$ cat src/rtl/vic_wb_ctrl_pkg.sv
// Shared types for the victim-cache writeback controller: cache line, memory bus
// command and controller FSM state, plus the line-address helper.
package vic_wb_ctrl_pkg;

    localparam int NUM_SET_BITS = 6;
    localparam int NUM_TAG_BITS = 10;

    typedef enum logic [1:0] {
        BUS_NONE  = 2'd0,
        BUS_LOAD  = 2'd1,
        BUS_STORE = 2'd2
    } BUS_COMMAND;

    typedef struct packed {
        logic                    valid;
        logic                    dirty;
        logic [NUM_TAG_BITS-1:0] tag;
        logic [63:0]             data;
    } CACHE_LINE_T;

    typedef enum logic [1:0] {
        IDLE  = 2'd0,
        LOAD  = 2'd1,
        STORE = 2'd2
    } wb_state_e;

    // Byte address of a line: {tag, set, 3'b000}, zero-extended.
    function automatic logic [63:0] line_addr(input logic [NUM_TAG_BITS-1:0] tag,
                                              input logic [NUM_SET_BITS-1:0] set_index);
        return 64'({tag, set_index, 3'b000});
    endfunction

endpackage

$ cat src/rtl/vic_wb_ctrl_if.sv
// Memory-side bus between the writeback controller (master) and memory (slave).
// Handshake: the master holds command/addr/data stable while command != BUS_NONE;
// a nonzero mem2proc_response in a cycle means the command was accepted at that edge.
interface vic_wb_ctrl_if;
    import vic_wb_ctrl_pkg::*;

    BUS_COMMAND  proc2mem_command;
    logic [63:0] proc2mem_addr;
    logic [63:0] proc2mem_data;
    logic [3:0]  mem2proc_response;

    modport master (
        output proc2mem_command,
        output proc2mem_addr,
        output proc2mem_data,
        input  mem2proc_response
    );

    modport slave (
        input  proc2mem_command,
        input  proc2mem_addr,
        input  proc2mem_data,
        output mem2proc_response
    );

endinterface

$ cat src/rtl/vic_wb_ctrl_wb_fifo.sv
// Writeback buffer: circular FIFO of dirty victims with a parallel read port of
// every slot so the controller can search it for load forwarding.
module wb_fifo #(
    parameter  int DEPTH = 4,
    localparam int PTR_W = $clog2(DEPTH)
) (
    input  logic                    clock,
    input  logic                    reset,
    input  logic                    push,
    input  logic [63:0]             push_addr,
    input  logic [63:0]             push_data,
    input  logic                    pop,
    output logic                    full,
    output logic                    empty,
    output logic [PTR_W-1:0]        head_ptr,
    output logic [63:0]             head_addr,
    output logic [63:0]             head_data,
    output logic [DEPTH-1:0]        entry_valid,
    output logic [DEPTH-1:0][60:0]  entry_line,
    output logic [DEPTH-1:0][63:0]  entry_data
);

    logic [PTR_W-1:0] wr_ptr;
    logic [PTR_W-1:0] rd_ptr;
    logic [PTR_W:0]   count;
    logic [63:0]      addr_mem [DEPTH];
    logic [63:0]      data_mem [DEPTH];
    logic             do_push;
    logic             do_pop;

    assign full    = (count == (PTR_W+1)'(DEPTH));
    assign empty   = (count == '0);
    // A push into a full buffer is legal when the head leaves in the same cycle.
    assign do_push = push && (!full || pop);
    assign do_pop  = pop && !empty;

    always_ff @(posedge clock or negedge reset) begin
        if (!reset) begin
            wr_ptr      <= '0;
            rd_ptr      <= '0;
            count       <= '0;
            entry_valid <= '0;
        end else begin
            if (do_pop) begin
                entry_valid[rd_ptr] <= 1'b0;
                rd_ptr              <= rd_ptr + 1'b1;
            end
            if (do_push) begin
                entry_valid[wr_ptr] <= 1'b1;
                wr_ptr              <= wr_ptr + 1'b1;
            end
            case ({do_push, do_pop})
                2'b10:   count <= count + 1'b1;
                2'b01:   count <= count - 1'b1;
                default: count <= count;
            endcase
        end
    end

    always_ff @(posedge clock) begin
        if (do_push) begin
            addr_mem[wr_ptr] <= push_addr;
            data_mem[wr_ptr] <= push_data;
        end
    end

    always_comb begin
        for (int i = 0; i < DEPTH; i++) begin
            entry_line[i] = addr_mem[i][63:3];
            entry_data[i] = data_mem[i];
        end
    end

    assign head_ptr  = rd_ptr;
    assign head_addr = addr_mem[rd_ptr];
    assign head_data = data_mem[rd_ptr];

endmodule

$ cat src/rtl/vic_wb_ctrl.sv
// Victim writeback controller: buffers dirty evictions, arbitrates line-fill loads
// against writebacks on the memory bus, and forwards loads that hit the buffer.
module vic_wb_ctrl
    import vic_wb_ctrl_pkg::*;
#(
    parameter int WB_DEPTH = 4
) (
    input  logic                    clock,
    input  logic                    reset,
    input  logic                    fired_valid,
    input  CACHE_LINE_T             fired_victim,
    input  logic [NUM_SET_BITS-1:0] fired_set_index,
    output logic                    wb_stall,
    input  logic                    ld_req_valid,
    input  logic [63:0]             ld_req_addr,
    output logic                    ld_grant,
    output logic [3:0]              ld_mem_tag,
    output logic                    ld_fwd_valid,
    output logic [63:0]             ld_fwd_data,
    vic_wb_ctrl_if.master           mem,
    output wb_state_e               fsm_state
);

    localparam int PTR_W = $clog2(WB_DEPTH);

    wb_state_e                     state;
    logic                          ld_pending;
    logic [63:0]                   ld_addr;
    logic                          mem_accept;
    logic                          store_accept;
    logic                          load_accept;
    logic                          push;
    logic                          full;
    logic                          empty;
    logic [PTR_W-1:0]              head_ptr;
    logic [63:0]                   head_addr;
    logic [63:0]                   head_data;
    logic [WB_DEPTH-1:0]           entry_valid;
    logic [WB_DEPTH-1:0][60:0]     entry_line;
    logic [WB_DEPTH-1:0][63:0]     entry_data;
    logic                          fwd_hit;
    logic [63:0]                   fwd_data;
    logic [PTR_W-1:0]              fwd_idx;

    assign mem_accept   = (mem.mem2proc_response != 4'd0);
    assign store_accept = (state == STORE) && mem_accept;
    assign load_accept  = (state == LOAD) && mem_accept;
    assign wb_stall     = full && !store_accept;
    assign push         = fired_valid && fired_victim.valid && fired_victim.dirty && !wb_stall;
    assign fsm_state    = state;

    wb_fifo #(.DEPTH(WB_DEPTH)) u_wb_fifo (
        .clock       (clock),
        .reset       (reset),
        .push        (push),
        .push_addr   (line_addr(fired_victim.tag, fired_set_index)),
        .push_data   (fired_victim.data),
        .pop         (store_accept),
        .full        (full),
        .empty       (empty),
        .head_ptr    (head_ptr),
        .head_addr   (head_addr),
        .head_data   (head_data),
        .entry_valid (entry_valid),
        .entry_line  (entry_line),
        .entry_data  (entry_data)
    );

    // Walk oldest to youngest so the youngest matching entry wins.
    always_comb begin
        fwd_hit  = 1'b0;
        fwd_data = '0;
        fwd_idx  = '0;
        for (int i = 0; i < WB_DEPTH; i++) begin
            fwd_idx = head_ptr + PTR_W'(i);
            if (entry_valid[fwd_idx] && (entry_line[fwd_idx] == ld_req_addr[63:3])) begin
                fwd_hit  = 1'b1;
                fwd_data = entry_data[fwd_idx];
            end
        end
    end

    assign ld_fwd_valid = ld_req_valid && !ld_pending && fwd_hit;
    assign ld_fwd_data  = fwd_data;

    always_ff @(posedge clock or negedge reset) begin
        if (!reset) begin
            ld_pending <= 1'b0;
            ld_addr    <= '0;
        end else if (load_accept) begin
            ld_pending <= 1'b0;
        end else if (ld_req_valid && !ld_pending && !fwd_hit) begin
            ld_pending <= 1'b1;
            ld_addr    <= ld_req_addr;
        end
    end

    always_ff @(posedge clock or negedge reset) begin
        if (!reset) begin
            state                <= IDLE;
            mem.proc2mem_command <= BUS_NONE;
            mem.proc2mem_addr    <= '0;
            mem.proc2mem_data    <= '0;
            ld_grant             <= 1'b0;
            ld_mem_tag           <= '0;
        end else begin
            ld_grant <= 1'b0;
            case (state)
                IDLE: begin
                    if (full) begin
                        state                <= STORE;
                        mem.proc2mem_command <= BUS_STORE;
                        mem.proc2mem_addr    <= head_addr;
                        mem.proc2mem_data    <= head_data;
                    end else if (ld_pending) begin
                        state                <= LOAD;
                        mem.proc2mem_command <= BUS_LOAD;
                        mem.proc2mem_addr    <= ld_addr;
                        mem.proc2mem_data    <= '0;
                    end else if (!empty) begin
                        state                <= STORE;
                        mem.proc2mem_command <= BUS_STORE;
                        mem.proc2mem_addr    <= head_addr;
                        mem.proc2mem_data    <= head_data;
                    end
                end
                LOAD: begin
                    if (mem_accept) begin
                        state                <= IDLE;
                        mem.proc2mem_command <= BUS_NONE;
                        mem.proc2mem_addr    <= '0;
                        ld_grant             <= 1'b1;
                        ld_mem_tag           <= mem.mem2proc_response;
                    end
                end
                STORE: begin
                    if (mem_accept) begin
                        state                <= IDLE;
                        mem.proc2mem_command <= BUS_NONE;
                        mem.proc2mem_addr    <= '0;
                        mem.proc2mem_data    <= '0;
                    end
                end
                default: begin
                    state                <= IDLE;
                    mem.proc2mem_command <= BUS_NONE;
                end
            endcase
        end
    end

endmodule

$ cat src/flat_wrapper.sv
// flat-port wrapper written by rule: the top's interface ports become plain ports
module vic_wb_ctrl_flat import vic_wb_ctrl_pkg::*;
#(
    parameter int WB_DEPTH = 4
)
  (clock, reset, fired_valid, fired_victim, fired_set_index, wb_stall, ld_req_valid, ld_req_addr, ld_grant, ld_mem_tag, ld_fwd_valid, ld_fwd_data, fsm_state, mem_proc2mem_command, mem_proc2mem_addr, mem_proc2mem_data, mem_mem2proc_response);
  vic_wb_ctrl_if mem_i ();
  input  logic clock;
  input  logic reset;
  input  logic fired_valid;
  input  CACHE_LINE_T fired_victim;
  input  logic [NUM_SET_BITS-1:0] fired_set_index;
  output logic wb_stall;
  input  logic ld_req_valid;
  input  logic [63:0] ld_req_addr;
  output logic ld_grant;
  output logic [3:0] ld_mem_tag;
  output logic ld_fwd_valid;
  output logic [63:0] ld_fwd_data;
  output wb_state_e fsm_state;
  output wire logic [$bits(mem_i.proc2mem_command)-1:0] mem_proc2mem_command;
  output wire logic [$bits(mem_i.proc2mem_addr)-1:0] mem_proc2mem_addr;
  output wire logic [$bits(mem_i.proc2mem_data)-1:0] mem_proc2mem_data;
  input wire logic [$bits(mem_i.mem2proc_response)-1:0] mem_mem2proc_response;
  assign mem_proc2mem_command = mem_i.proc2mem_command;
  assign mem_proc2mem_addr = mem_i.proc2mem_addr;
  assign mem_proc2mem_data = mem_i.proc2mem_data;
  assign mem_i.mem2proc_response = mem_mem2proc_response;
  vic_wb_ctrl #(.WB_DEPTH(WB_DEPTH)) u_core (.clock(clock), .reset(reset), .fired_valid(fired_valid), .fired_victim(fired_victim), .fired_set_index(fired_set_index), .wb_stall(wb_stall), .ld_req_valid(ld_req_valid), .ld_req_addr(ld_req_addr), .ld_grant(ld_grant), .ld_mem_tag(ld_mem_tag), .ld_fwd_valid(ld_fwd_valid), .ld_fwd_data(ld_fwd_data), .mem(mem_i), .fsm_state(fsm_state));
endmodule
$ cat config.mk
export PLATFORM = sky130hd
export DESIGN_NAME = vic_wb_ctrl_flat
export DESIGN_NICKNAME = d
export VERILOG_FILES = /design/src/rtl/vic_wb_ctrl_pkg.sv /design/src/rtl/vic_wb_ctrl_if.sv /design/src/rtl/vic_wb_ctrl_wb_fifo.sv /design/src/rtl/vic_wb_ctrl.sv /design/src/flat_wrapper.sv
export SDC_FILE = /design/constraint.sdc
export NUM_CORES = 1
export LEC_CHECK = 0
export ABC_CLOCK_PERIOD_IN_PS = 7500
export BUFFER_PORTS_ARGS = -buffer_cell sky130_fd_sc_hd__buf_2
export CAP_MARGIN = 15
export CORE_ASPECT_RATIO = 0.7
export CORE_UTILIZATION = 35
export CTS_CLUSTER_SIZE = 16
export DETAILED_ROUTE_END_ITERATION = 16
export GPL_TIMING_DRIVEN = 1
export SYNTH_ARGS = -nofsm -noshare
export SYNTH_HDL_FRONTEND = slang
export SYNTH_SLANG_ARGS = --single-unit
export TNS_END_PERCENT = 20
$ cat constraint.sdc
create_clock -name clock -period 7.5 [get_ports clock]
set_clock_uncertainty 0.2 [all_clocks]
set_input_delay 0.375 -clock clock [delete_from_list [all_inputs] [get_ports clock]]
set_output_delay 0.375 -clock clock [all_outputs]
set_load 0.01 [all_outputs]
==> impl_metrics.tcl, run 1 <==
set metrics [dict create \
    status "complete, no violations" \
    worstSetupPathType "flop to primary output" \
    power_leakage_nw 13.6 \
    setup_viol 0 \
    synth_top_area_cell "edfxtp_1" \
    switchingPower_mw 4.73 \
    start_util 0.355 \
    register_area_mm2 0.0149 \
    vias 20100 \
    first_pass_iters 5 \
    cp.arrival_ps 5800 \
    io-pin-count 357 \
    p_total_mw 13.1 \
    htreeDepth 2 \
    yosys_warnings 0 \
    grt_pass1_vias 20700 \
    hold_path_class "primary input to flop" \
    fp-row-count 88 \
    viasPerCell 5.63 \
    die_x_um 348 \
    synth_area_leaders "edfxtp_1 (33%), mux4_2 (24%), dfrtp_1 (18%)" \
    post-route-period-util 0.850 \
    fp.dieH_um 244 \
    fin_cells 3576 \
    final_nets 2613 \
    drc_errors 0 \
    grt_max_degree 168 \
    grtUsageTotal 0.198 \
    nFillCells 7463 \
    pwr-share-comb 0.468 \
    cts.repair.resized 0 \
    synth-seq-cells 531 \
    drtAntennaViolNets 0 \
    clockRootBuffer "clkbuf_16" \
    critPathLaunchType "flop" \
    synth-edff-count 320 \
    slew_headroom 0.233 \
    tightest_slew_ps 1150 \
    critPathCaptureType "primary output" \
    synth.most_common_cell "nand2_1" \
    cts_made_buffers 57 \
    place_congestion 0.832 \
    finalHoldViolations 0 \
    dp_hpwl_um 52400 \
    dp.cells 3316 \
    syn_to_final_growth_pct 20.8 \
    port_buffers 356 \
    drtIter0Drc 1550 \
    synthesis.nets 2198 \
    p_int_mw 8.35 \
    clkPwrFrac 0.220 \
    synth.distinct_cells 44 \
    syn-cell-area_mm2 0.0293 \
    path_clk_slew_ps 60 \
    clock_path_buffers 3 \
    critPathMaxFanout 65 \
    cp_data_required_time_ps 6920 \
    gr-total-overflow 0 \
    slew_violations 0 \
    synth_top_area_frac 0.328 \
    cts_tree "yes" \
    antenna_found_initial 8 \
    rsz0062_at_grt "no" \
    wl_per_cell_um 23.8 \
    setup_tns_ps 0 \
    period_minus_slack_ps 6370 \
    p_seq_frac 0.312 \
    fp.coreArea_mm2 0.0826 \
    post-route-cell-area_mm2 0.0354 \
    async_flop_share 0.397 \
    ys_seq_area_frac 0.509 \
    synth_commonest_cells "nand2_1 (322), edfxtp_1 (320), mux4_2 (316)" \
    ir_worst_vdd_uv 411 \
    drive_gt1_frac 0.347 \
    switching_share 0.361 \
    wirelength_um 84900 \
    reg2reg_slack_ps 1850 \
    netlist_instances 2030 \
    drv_cap 0 \
    dominantRegCellSynth "edfxtp_1" \
    cts.sinks 531 \
    powerDensity_mw_per_mm2 370 \
    dieArea_mm2 0.0848 \
    clock_latency_ps 620 \
    max_freq_ghz 0.157 \
    avgSynthCellArea_um2 14.4 \
    grt_pass1_wl_um 129000 \
    dpl-instance-area_mm2 0.0319 \
    multi_input_area_mm2 0.0135 \
]
[per-stage QoR]
stage	setup WS, ps	hold WS, ps	utilization
detailed placement	1760	253	0.387
floorplan	3140	-121	-
global placement	1810	245	0.387
CTS	1050	4.37	0.428
finish	1130	56.0	0.428
global route	738	28.9	0.428
[worst max-delay path, stage by stage, from the launching register on]
cell,delay [ps]
dfrtp_4,830
inv_1,290
ha_4,750
mux4_2,590
xor2_1,170
nor4_1,520
nand3_1,220
nor4_4,350
buf_12,510
mux2i_1,160
a22oi_1,470
buf_2,230
[registers in the layout, indices dropped and copies added (netlist names), 2 cells and up]
signal and count:
u_core.u_wb_fifo.addr_mem 64, u_core.ld_addr 64, u_core.u_wb_fifo.data_mem 256, u_core.u_wb_fifo.entry_valid 4, u_core.mem.proc2mem_addr 64, u_core.u_wb_fifo.count 3, u_core.mem.proc2mem_command 2, u_core.u_wb_fifo.wr_ptr 2
u_core.mem.proc2mem_data 64, u_core.u_wb_fifo.head_ptr 2, u_core.ld_mem_tag 4
[logic make-up (layout without fill, tap and decap cells)]
logic type | after synthesis | after routing | synth area share
buf+inv | 192 | 653 | 0.0315
mux | 466 | 466 | 0.303
fa+ha+maj | 14 | 14 | 0.00624
compound gates | 217 | 217 | 0.0439
other cells | 0 | 5 | 0
flops | 531 | 531 | 0.509
xor+xnor | 80 | 80 | 0.0239
simple gates | 530 | 530 | 0.0824
[cells in the final DEF, fill, tap and decap left out, drive strengths merged, types with 3 or more instances in the layout]
master,Yosys,routed
nor2,12,12
mux2i,85,85
nand2b,3,3
clkbuf,101,80
nand2,322,322
a22oi,64,64
and3,3,3
a21o,6,6
clkinv,0,17
o21ai,133,133
dlygate4sd3,0,148
diode,0,5
bufinv,0,3
ha,13,13
nand3,78,78
inv,13,18
and2,71,71
dfrtp,211,211
buf,78,387
mux4,316,316
nor3,5,5
nand4,8,8
xor2,33,33
a22o,3,3
mux2,65,65
xnor2,47,47
nor4,20,20
a21oi,6,6
edfxtp,320,320
[what timing repair did]
item | in CTS | in global routing
hold buffers | 148 | 0
endpoints found under the hold margin | 476 | 0
endpoints found under the setup margin | 0 | 0
setup buffers | 0 | 0
[per-layer routing]
metal,up-vias,wire (µm),global-route usage
met5,-,49,0
met4,8,1970,0.0557
met3,158,5410,0.0394
met2,712,41500,0.326
met1,10500,36000,0.267
li1,8713,-,-
[worst paths after layout]
| kind | startpoint | endpoint | cells after the start |
|---|---|---|---|
| worst max register to register | u_core.u_wb_fifo.head_ptr[0] | u_core.ld_addr[37] | 12 |
| max in group asynchronous | reset | u_core.mem.proc2mem_addr[29] | 3 |
| min in group asynchronous | reset | u_core.u_wb_fifo.wr_ptr[1] | 2 |
| worst max-delay path | u_core.u_wb_fifo.head_ptr[0] | ld_fwd_data[6] | 11 |
| worst min register to register | u_core.mem.proc2mem_data[11] | u_core.mem.proc2mem_data[11] | 2 |
| worst min-delay path | ld_req_addr[14] | u_core.ld_addr[14] | 2 |
[power groups by stage]
| stage | Combinational (mW) | Clock, mW | Sequential, mW |
|---|---|---|---|
| after floorplan | 4.66 | 0 | 4.10 |
| after global placement | 5.96 | 0 | 4.09 |
| after detailed placement | 6.09 | 0 | 4.13 |
| after CTS | 6.17 | 2.96 | 4.08 |
| after global routing | 6.62 | 3.07 | 4.15 |
| final | 6.13 | 2.88 | 4.08 |
[final cells by class]
type | count | area share
clock inverters | 25 | 0.00647
well taps | 1080 | 0.0382
inverters | 13 | 0.00138
repair buffers | 535 | 0.103
flip-flops and latches | 531 | 0.421
diodes | 5 | 0.000354
multi-input cells | 1307 | 0.382
clock buffers | 80 | 0.0474
Power figures use the tool's default switching activity.
==> run 2, diff against run 1 <==
--- a/config.mk
+++ b/config.mk
@@ -5,7 +5,7 @@
 export SDC_FILE = /design/constraint.sdc
 export NUM_CORES = 1
 export LEC_CHECK = 0
-export ABC_CLOCK_PERIOD_IN_PS = 7500
+export ABC_CLOCK_PERIOD_IN_PS = 5400
 export BUFFER_PORTS_ARGS = -buffer_cell sky130_fd_sc_hd__buf_2
 export CAP_MARGIN = 15
 export CORE_ASPECT_RATIO = 0.7
==> constraint.sdc (replaced) <==
create_clock -name clock -period 5.4 [get_ports clock]
set_clock_uncertainty 0.2 [all_clocks]
set_input_delay 0.27 -clock clock [delete_from_list [all_inputs] [get_ports clock]]
set_output_delay 0.27 -clock clock [all_outputs]
set_load 0.01 [all_outputs]
==> impl_metrics.tcl, run 2 (synthesized netlist as in run 1, its figures left out) <==
set metrics [dict create \
    wl_per_cell_um 23.8 \
    crit_start "u_core.u_wb_fifo.head_ptr[1]" \
    setup_viol 0 \
    fp-row-count 88 \
    reg2reg_slack_ps 730 \
    grt_pass1_wl_um 127000 \
    drtAntennaViolNets 0 \
    clockRootBuffer "clkbuf_16" \
    grt_max_degree 168 \
    start_util 0.355 \
    ir_worst_vdd_uv 375 \
    rr_worst_depth 13 \
    drive_gt1_frac 0.351 \
    dp.cells 3323 \
    max_freq_ghz 0.194 \
    grtUsageTotal 0.196 \
    finalHoldViolations 0 \
    p_total_mw 18.6 \
    fp.coreArea_mm2 0.0826 \
    dp_hpwl_um 52300 \
    cts_tree "yes" \
    cts_made_buffers 56 \
    final_common_cell "buf_2" \
    setup_tns_ps 0 \
    final_cell_mix "buf_2 (355), nand2_1 (322), edfxtp_1 (320), mux4_2 (316), dfrtp_1 (209)" \
    final_nets 2630 \
    worstPathCellList "inv_1, ha_4, buf_4, mux4_2, xor2_1, nor4_1, nand3_1, nor4_4, buf_8, buf_6, mux2i_1, a22oi_1, buf_2" \
    path_clk_slew_ps 70 \
    clock_latency_ps 620 \
    tightest_slew_ps 1190 \
    dpl-instance-area_mm2 0.0321 \
    post-route-period-util 0.956 \
    cts.sinks 531 \
    antenna_found_initial 11 \
    status "complete, no violations" \
    crit_path_top_delay_cell "mux4_2" \
    io-pin-count 357 \
    critPathMaxStageDelay_ps 520 \
    post-place-ws_ps 505 \
    slew_headroom 0.209 \
    gr-total-overflow 0 \
    critPathCaptureType "primary output" \
    drtIter0Drc 1689 \
    hold_path_class "primary input to asynchronous set/reset pin" \
    powerDensity_mw_per_mm2 519 \
    period_minus_slack_ps 5160 \
    regToRegEndpoint "u_core.ld_addr[61]" \
    fin_cells 3589 \
    critPathLaunchType "flop" \
    largest_register "u_core.u_wb_fifo.data_mem" \
    post-route-cell-area_mm2 0.0358 \
    grt_pass1_vias 20500 \
    htreeDepth 2 \
    fp.dieH_um 244 \
    setup_ws_ps 237 \
    cp.arrival_ps 4690 \
    wirelength_um 85600 \
    place_congestion 0.841 \
    first_pass_iters 5 \
    port_buffers 356 \
    dieArea_mm2 0.0848 \
    slew_violations 0 \
    clock_path_buffers 3 \
    viasPerCell 5.59 \
    die_x_um 348 \
    cp_data_required_time_ps 4930 \
    drc_errors 0 \
    rsz0062_at_grt "no" \
    drv_cap 0 \
    power_leakage_nw 13.8 \
    critPathMaxFanout 13 \
    largest_reg_flops 256 \
    r2r-start "u_core.u_wb_fifo.head_ptr[1]" \
    worstSetupPathType "flop to primary output" \
    vias 20100 \
    syn_to_final_growth_pct 22.3 \
]
==> run 2: changes by cell type in the layout (fill, tap and decap cells not counted), sizes merged <==
cell         change
inv              -3
buf             +11
clkinv           -6
clkinvlp         +4
dlygate4sd3      +3
diode            -3
bufinv           +5
bufbuf           +2
==> run 2: area by class of cell <==
class                   instances  area, µm²
multi-input cells            1307      13500
repair buffers                553       3940
flip-flops and latches        531      14900
clock buffers                  78       1670
clock inverters                25        355
diodes                          2       5.00
fillers                      7346      46800
well taps                    1080       1350
inverters                      13       48.8
==> run 2: how the worst max path moves through the flow <==
stage | end | depth (start not counted)
3_5_place_dp | ld_fwd_data[3] | 11
2_1_floorplan | ld_fwd_data[23] | 17
4_1_cts | ld_fwd_data[6] | 13
5_1_grt | ld_fwd_data[37] | 13
6_report | ld_fwd_data[3] | 13
3_3_place_gp | ld_fwd_data[4] | 11
==> run 2: layer usage <==
layer / track usage / part of all wire / vias to the layer above
met5: 0 / 0.00063 / -
li1: - / - / 8737
met1: 0.265 / 0.42 / 10400
met2: 0.323 / 0.48 / 797
met3: 0.0375 / 0.070 / 152
met4: 0.0570 / 0.026 / 8
==> run 2: stage by stage <==
stage | util | hold WS, ps
2_1_floorplan | - | -226
3_3_place_gp | 0.388 | 151
3_5_place_dp | 0.388 | 167
4_1_cts | 0.432 | 71.8
5_1_grt | 0.434 | 110
6_report | 0.434 | 50.7
==> run 2: repair_timing <==
action                                  in CTS  in global routing
resized for setup                            3                  9
setup buffers                                0                  7
pin swaps                                    0                  1
hold buffers                               151                  0
gates cloned                                 1                  2
endpoints found under the hold margin      470                  0
endpoints found under the setup margin      53                 45
==> run 2: critical path, delay by kind of cell, from the launching register on <==
kind	cells	cell delay, ps
AND/OR/NAND/NOR	3	820
adder cells (fa/ha/maj)	1	410
AO/OA/AOI/OAI	1	370
multiplexers	2	610
flip-flops	1	510
buffers and inverters	5	1130
XOR/XNOR	1	170
==> run 2: power by group <==
part           total, mW  internal [mW]  switching [mW]
registers           5.63           5.12           0.513
clock network       4.20           2.55            1.65
logic               8.75           4.33            4.41
total               18.6           12.0            6.58
